$ cat src/rtl/io_bus_responder.sv
// rtl/io_bus_responder.sv - memory-mapped LED/HEX/switch/timer responder with one-cycle read latency
module io_bus_responder #(
  parameter int PRESCALE = 50000
) (
  input  logic        Clock,
  input  logic        Reset,
  input  logic [15:0] ADDR,
  input  logic [15:0] DOUT,
  input  logic        W,
  input  logic [15:0] RAMDATA,
  input  logic [15:0] SW,
  output logic [15:0] DIN,
  output logic        RAMen,
  output logic [15:0] LEDS,
  output logic [15:0] HEXVAL,
  output logic        TIMER_IRQ
);

  localparam logic [15:0] PRE_MAX = 16'(PRESCALE - 1);
  localparam logic [3:0]  SEL_UNMAPPED = 4'hF;

  typedef enum logic {IDLE, RUN} tstate_t;

  logic [3:0]  region;
  logic        wr_led, wr_hex, wr_load, wr_stat;
  logic [15:0] leds_r, hex_r;
  logic [15:0] sw_s1, sw_s2;
  logic [15:0] count, presc;
  logic        done;
  tstate_t     state;
  logic [15:0] read_val, rd_data;
  logic [3:0]  sel_region;
  logic        unused_addr;

  assign region  = ADDR[15:12];
  assign wr_led  = W && (region == 4'h1);
  assign wr_hex  = W && (region == 4'h3);
  assign wr_load = W && (region == 4'h4) && !ADDR[0];
  assign wr_stat = W && (region == 4'h4) && ADDR[0];
  assign RAMen   = W && (region == 4'h0);

  assign unused_addr = &{1'b0, ADDR[11:1]};

  assign LEDS      = leds_r;
  assign HEXVAL    = hex_r;
  assign TIMER_IRQ = done;

  // Peripheral read value from the pre-edge state; the RAM supplies its own registered data.
  always_comb begin
    read_val = 16'h0000;
    case (region)
      4'h1:    read_val = leds_r;
      4'h2:    read_val = sw_s2;
      4'h3:    read_val = hex_r;
      4'h4:    read_val = ADDR[0] ? {14'b0, (state == RUN), done} : count;
      default: read_val = 16'h0000;
    endcase
  end

  // Return-data mux steered by the region latched on the previous edge.
  always_comb begin
    DIN = 16'h0000;
    case (sel_region)
      4'h0:                   DIN = RAMDATA;
      4'h1, 4'h2, 4'h3, 4'h4: DIN = rd_data;
      default:                DIN = 16'h0000;
    endcase
  end

  // Read pipeline stage: latch select and sampled data so peripherals line up with the RAM latency.
  always_ff @(posedge Clock) begin
    if (Reset) begin
      sel_region <= SEL_UNMAPPED;
      rd_data    <= 16'h0000;
    end else begin
      sel_region <= region;
      rd_data    <= read_val;
    end
  end

  // Output registers and the two-flop switch synchronizer.
  always_ff @(posedge Clock) begin
    if (Reset) begin
      leds_r <= 16'h0000;
      hex_r  <= 16'h0000;
      sw_s1  <= 16'h0000;
      sw_s2  <= 16'h0000;
    end else begin
      sw_s1 <= SW;
      sw_s2 <= sw_s1;
      if (wr_led) leds_r <= DOUT;
      if (wr_hex) hex_r  <= DOUT;
    end
  end

  // Countdown timer; expiry is written last so it beats a same-edge STATUS clear, while LOAD beats both.
  always_ff @(posedge Clock) begin
    if (Reset) begin
      state <= IDLE;
      count <= 16'h0000;
      presc <= 16'h0000;
      done  <= 1'b0;
    end else if (wr_load) begin
      count <= DOUT;
      presc <= 16'h0000;
      if (DOUT != 16'h0000) begin
        state <= RUN;
        done  <= 1'b0;
      end else begin
        state <= IDLE;
        done  <= 1'b1;
      end
    end else begin
      if (wr_stat && DOUT[0]) done <= 1'b0;
      if (state == RUN) begin
        if (presc == PRE_MAX) begin
          presc <= 16'h0000;
          count <= count - 16'd1;
          if (count == 16'd1) begin
            done  <= 1'b1;
            state <= IDLE;
          end
        end else begin
          presc <= presc + 16'd1;
        end
      end
    end
  end

endmodule
$ cat config.mk
export PLATFORM = sky130hd
export DESIGN_NAME = io_bus_responder
export DESIGN_NICKNAME = d
export VERILOG_FILES = /design/src/rtl/io_bus_responder.sv
export SDC_FILE = /design/constraint.sdc
export NUM_CORES = 1
export LEC_CHECK = 0
export ABC_AREA = 1
export BUFFER_PORTS_ARGS = -buffer_cell sky130_fd_sc_hd__buf_2
export CAP_MARGIN = 20
export CELL_PAD_IN_SITES_DETAIL_PLACEMENT = 0
export CELL_PAD_IN_SITES_GLOBAL_PLACEMENT = 1
export CORE_AREA = 4 4 156 98
export CTS_BUF_LIST = sky130_fd_sc_hd__clkbuf_8
export DETAILED_ROUTE_END_ITERATION = 10
export DIE_AREA = 0 0 160 102
export PLACE_DENSITY = 0.87
export SLEW_MARGIN = 20
export SYNTH_ARGS = -nofsm -noshare
export SYNTH_HDL_FRONTEND = slang
export SYNTH_SLANG_ARGS = --single-unit
export TNS_END_PERCENT = 100
$ cat constraint.sdc
create_clock -name Clock -period 1.65 [get_ports Clock]
set_clock_uncertainty 0.05 [all_clocks]
set_input_delay 0.165 -clock Clock [delete_from_list [all_inputs] [get_ports Clock]]
set_output_delay 0.165 -clock Clock [all_outputs]
set_load 0.1 [all_outputs]
==> results.txt <==
Power spread over the standard cell area amounts to 839 mW/mm2. The reported max-cap violation count came out at 0. The post-detailed-route count of antenna-violating nets is 0. In this run the static leakage power is 3.42 nW. In this run the cell area measured after placement is 0.00689 mm2. The average cell area after synthesis came out at 6.94 um2.

Measured along the y axis, the die boundary spans 102 um. The slew of the pin with the lowest slew margin came out at 0.526 ns. The area growth from synthesis to layout came out at 43.9%. The final period utilization is 1.12.

The final layout contains routed wiring with a total length of 17900 um. Sorting the synthesized cells by area gives the leading types as sky130_fd_sc_hd__dfxtp_1 (43%), sky130_fd_sc_hd__inv_1 (9.2%), sky130_fd_sc_hd__nor2_1 (8.1%), sky130_fd_sc_hd__nand2_1 (7.9%), sky130_fd_sc_hd__nand3_1 (5.9%). The setup violation total in the final timing report is 16. The maximum number of pins on one net before global-route repair is 40. Counting I/O delays and the setup requirement, the final critical path takes 1.85 ns. Counting flops and latches in the post-synthesis netlist gives 118. The distinct cell type count after synthesis is 38. The post-synthesis cell count is 784. The flow ran to the end, but the final reports show violations. In this run the worst setup path begins at sel_region[2].

The first-pass GRT wire length came out at 28100 um. Detailed placement ended at an HPWL of 13200 um. For this design, the sink count on the clock tree is 118. The origin of the worst min-delay path is Reset. The warning count from the yosys run is 0. The total count of max-transition violations in the final report is 0. With fillers left out, the area of the finished cells amounts to 0.00783 mm2. The post-synthesis instance area came out at 0.00544 mm2. The number of I/O pins is 117. The latest clock arrival within the worst-skew pair came out at 0.44 ns. The number of input and output port buffers inserted is 105. The number of fillers in the final layout came out at 1361. The count of antenna diodes in the layout is 0. The routability congestion estimate from global placement came out at 0.927.

The tightest min-delay check is of the in -> reg type. The total via count after detailed routing is 5649. Summing all flip-flop and latch instances after layout gives 0.00237 mm2. The peak supply drop came out at 540 uV. The worst register-to-register path ends at presc[14]. The initial antenna violation count is 0. The final reports fail on setup timing. For this configuration, the core starts out at a cell density of 0.387. The root buffer cell chosen for the clock tree is sky130_fd_sc_hd__clkbuf_8.

The post-detailed-route wirelength per cell is 15.5 um. The total chip power is 6.56 mW. The number of cells on the worst hold path came out at 3. The sequential-to-total area share from yosys stat came out at 0.434.

The ratio of cells with drive above 1 in the final layout came out at 0.262. The post-route DRC violation count came out at 0. In the synthesized netlist the async set-or-reset flop fraction comes to 0.

Final hold analysis gives a worst-case slack of 0.0216 ns. Yosys instantiated no cell more often than sky130_fd_sc_hd__inv_1. The overflow left after global routing came out at 0. The number of enable flip-flop cells after synthesis came out at 0. The worst setup path is launched from a register. The worst setup path is of the reg -> out kind. The largest fanout of any net on the critical path came out at 8. The total routing usage reported by global routing is 0.220. The first-pass iteration count of the detailed router is 6. The share of the synthesized area in the top cell type is 0.434. The data required time at the worst endpoint came out at 1.43 ns. The number of H-tree levels is 4. In the final layout, the multi-input gates occupy 0.00271 mm2.

The via count of the first global-routing pass is 5217. The area of the core is 0.0140 mm2. The cell type with the largest total area after synthesis is sky130_fd_sc_hd__dfxtp_1.

Dividing the detail-routed via count by the number of cells gives 4.90. The setup TNS is -2.99 ns. The net count of the finished layout is 1033. The maximum clock frequency came out at 542 MHz. The worst-case reg-to-reg path depth is 9. The reg-to-reg startpoint is state. TritonCTS built the clock tree. In the synthesized netlist the dominant register cell turns out to be sky130_fd_sc_hd__dfxtp_1. The floorplan step defined a die boundary enclosing 0.0163 mm2. The post-synthesis net count is 854. The least setup slack across all paths after layout is -0.195 ns. After synthesis, the most frequently instantiated cells are sky130_fd_sc_hd__inv_1 (133), sky130_fd_sc_hd__dfxtp_1 (118), sky130_fd_sc_hd__nor2_1 (117).

Setup repair after global routing could not meet its margin everywhere. The worst setup slack after placement is -0.00514 ns. Measured against its own limit, the worst slew margin works out to 0.652. The number of buffers between clock root and the deepest sink came out at 2. The most critical setup path has its endpoint at DIN[9]. The number of endpoints with negative hold slack in the final report is 0. The iteration-0 DRC count of the detailed router came out at 502. The arrival time of data at the critical path endpoint came out at 1.63 ns. The number of buffers created by CTS came out at 17. The worst reg-to-reg setup slack came out at 0.09 ns. STA classifies the critical path endpoint as an output pin. The floorplan row count came out at 34. The die is 160 um wide.

The clock-pin slew on the worst setup and hold paths is 0.07 ns.
==> what timing repair did <==
| action | CTS | global route |
|---|---|---|
| hold endpoints to repair | 34 | 0 |
| gates resized for setup | 21 | 22 |
| endpoints found under the setup margin | 26 | 43 |
| pin swaps | 3 | 7 |
| setup buffers | 0 | 1 |
| hold buffers | 29 | 0 |
| cloned | 1 | 0 |
==> power by group <==
part	internal (mW)	switching, mW	leakage (nW)
sequential	2.91	0.0349	0.960
clock	1.78	1.15	0.225
combinational	0.231	0.454	2.24
==> critical path: stages (launching register included) <==
cell and delay, ns:
sky130_fd_sc_hd__dfxtp_2 0.36, sky130_fd_sc_hd__inv_4 0.05, sky130_fd_sc_hd__a21oi_4 0.16, sky130_fd_sc_hd__o21ai_4 0.11
sky130_fd_sc_hd__buf_12 0.17, sky130_fd_sc_hd__o21ai_4 0.15, sky130_fd_sc_hd__buf_12 0.19
==> area by class of cell <==
cell class,count,share of cell area
clock buffers,21,0.0369
multi-input cells,497,0.346
well taps,180,0.0288
repair buffers,191,0.200
flip-flops and latches,118,0.303
inverters,138,0.0667
clock inverters,9,0.0192
==> logic make-up after synthesis <==
kind of cell,count (synthesis),synth area share
AO/OA/AOI/OAI,139,0.142
AND/OR/NAND/NOR,346,0.280
flip-flops,118,0.434
adder cells (fa/ha/maj),3,0.00690
XOR/XNOR,9,0.0145
buffers and inverters,169,0.123
==> registers in the layout, summed over array words and instances (netlist names) <==
name        cells
sw_s2          16
TIMER_IRQ       1
HEXVAL         16
count          16
rd_data        16
state           1
LEDS           16
sel_region      4
presc          16
sw_s1          16
==> through the flow <==
step | instances | utilization
floorplan | 784 | -
global placement | 1094 | 0.491
detailed placement | 1094 | 0.491
CTS | 1154 | 0.552
global route | 1154 | 0.557
finish | 1154 | 0.557
==> placed cells by master, fill, tap and decap left out, types with 14 or more instances in the layout <==
cell type / Yosys / routed
sky130_fd_sc_hd__buf_2: 10 / 88
sky130_fd_sc_hd__nor3_1: 25 / 25
sky130_fd_sc_hd__inv_1: 133 / 132
sky130_fd_sc_hd__dfxtp_1: 118 / 113
sky130_fd_sc_hd__dlygate4sd3_1: 0 / 29
sky130_fd_sc_hd__a21oi_1: 44 / 43
sky130_fd_sc_hd__nor2_1: 117 / 108
sky130_fd_sc_hd__o21ai_4: 0 / 17
sky130_fd_sc_hd__a211oi_1: 15 / 15
sky130_fd_sc_hd__o21ai_0: 53 / 36
sky130_fd_sc_hd__clkbuf_8: 0 / 21
sky130_fd_sc_hd__buf_12: 0 / 20
sky130_fd_sc_hd__nand2_1: 115 / 113
sky130_fd_sc_hd__nand3_1: 64 / 61
sky130_fd_sc_hd__o22ai_1: 14 / 14
sky130_fd_sc_hd__buf_4: 3 / 51
==> worst min-delay path by stage <==
stage | endpoint | slack, ns
5_1_grt | LEDS[0] | 0.03
6_report | sel_region[0] | 0.02
4_1_cts | sel_region[0] | 0.006
3_3_place_gp | sw_s1[14] | 0.32
2_1_floorplan | sel_region[3] | 0.22
3_5_place_dp | sw_s1[15] | 0.32
==> layer usage <==
metal	track usage	wire, um
met1	0.336	9230
met2	0.309	7010
met3	0.0540	1500
met4	0.0535	110
met5	0	0
(Power assumes the default switching activity.)
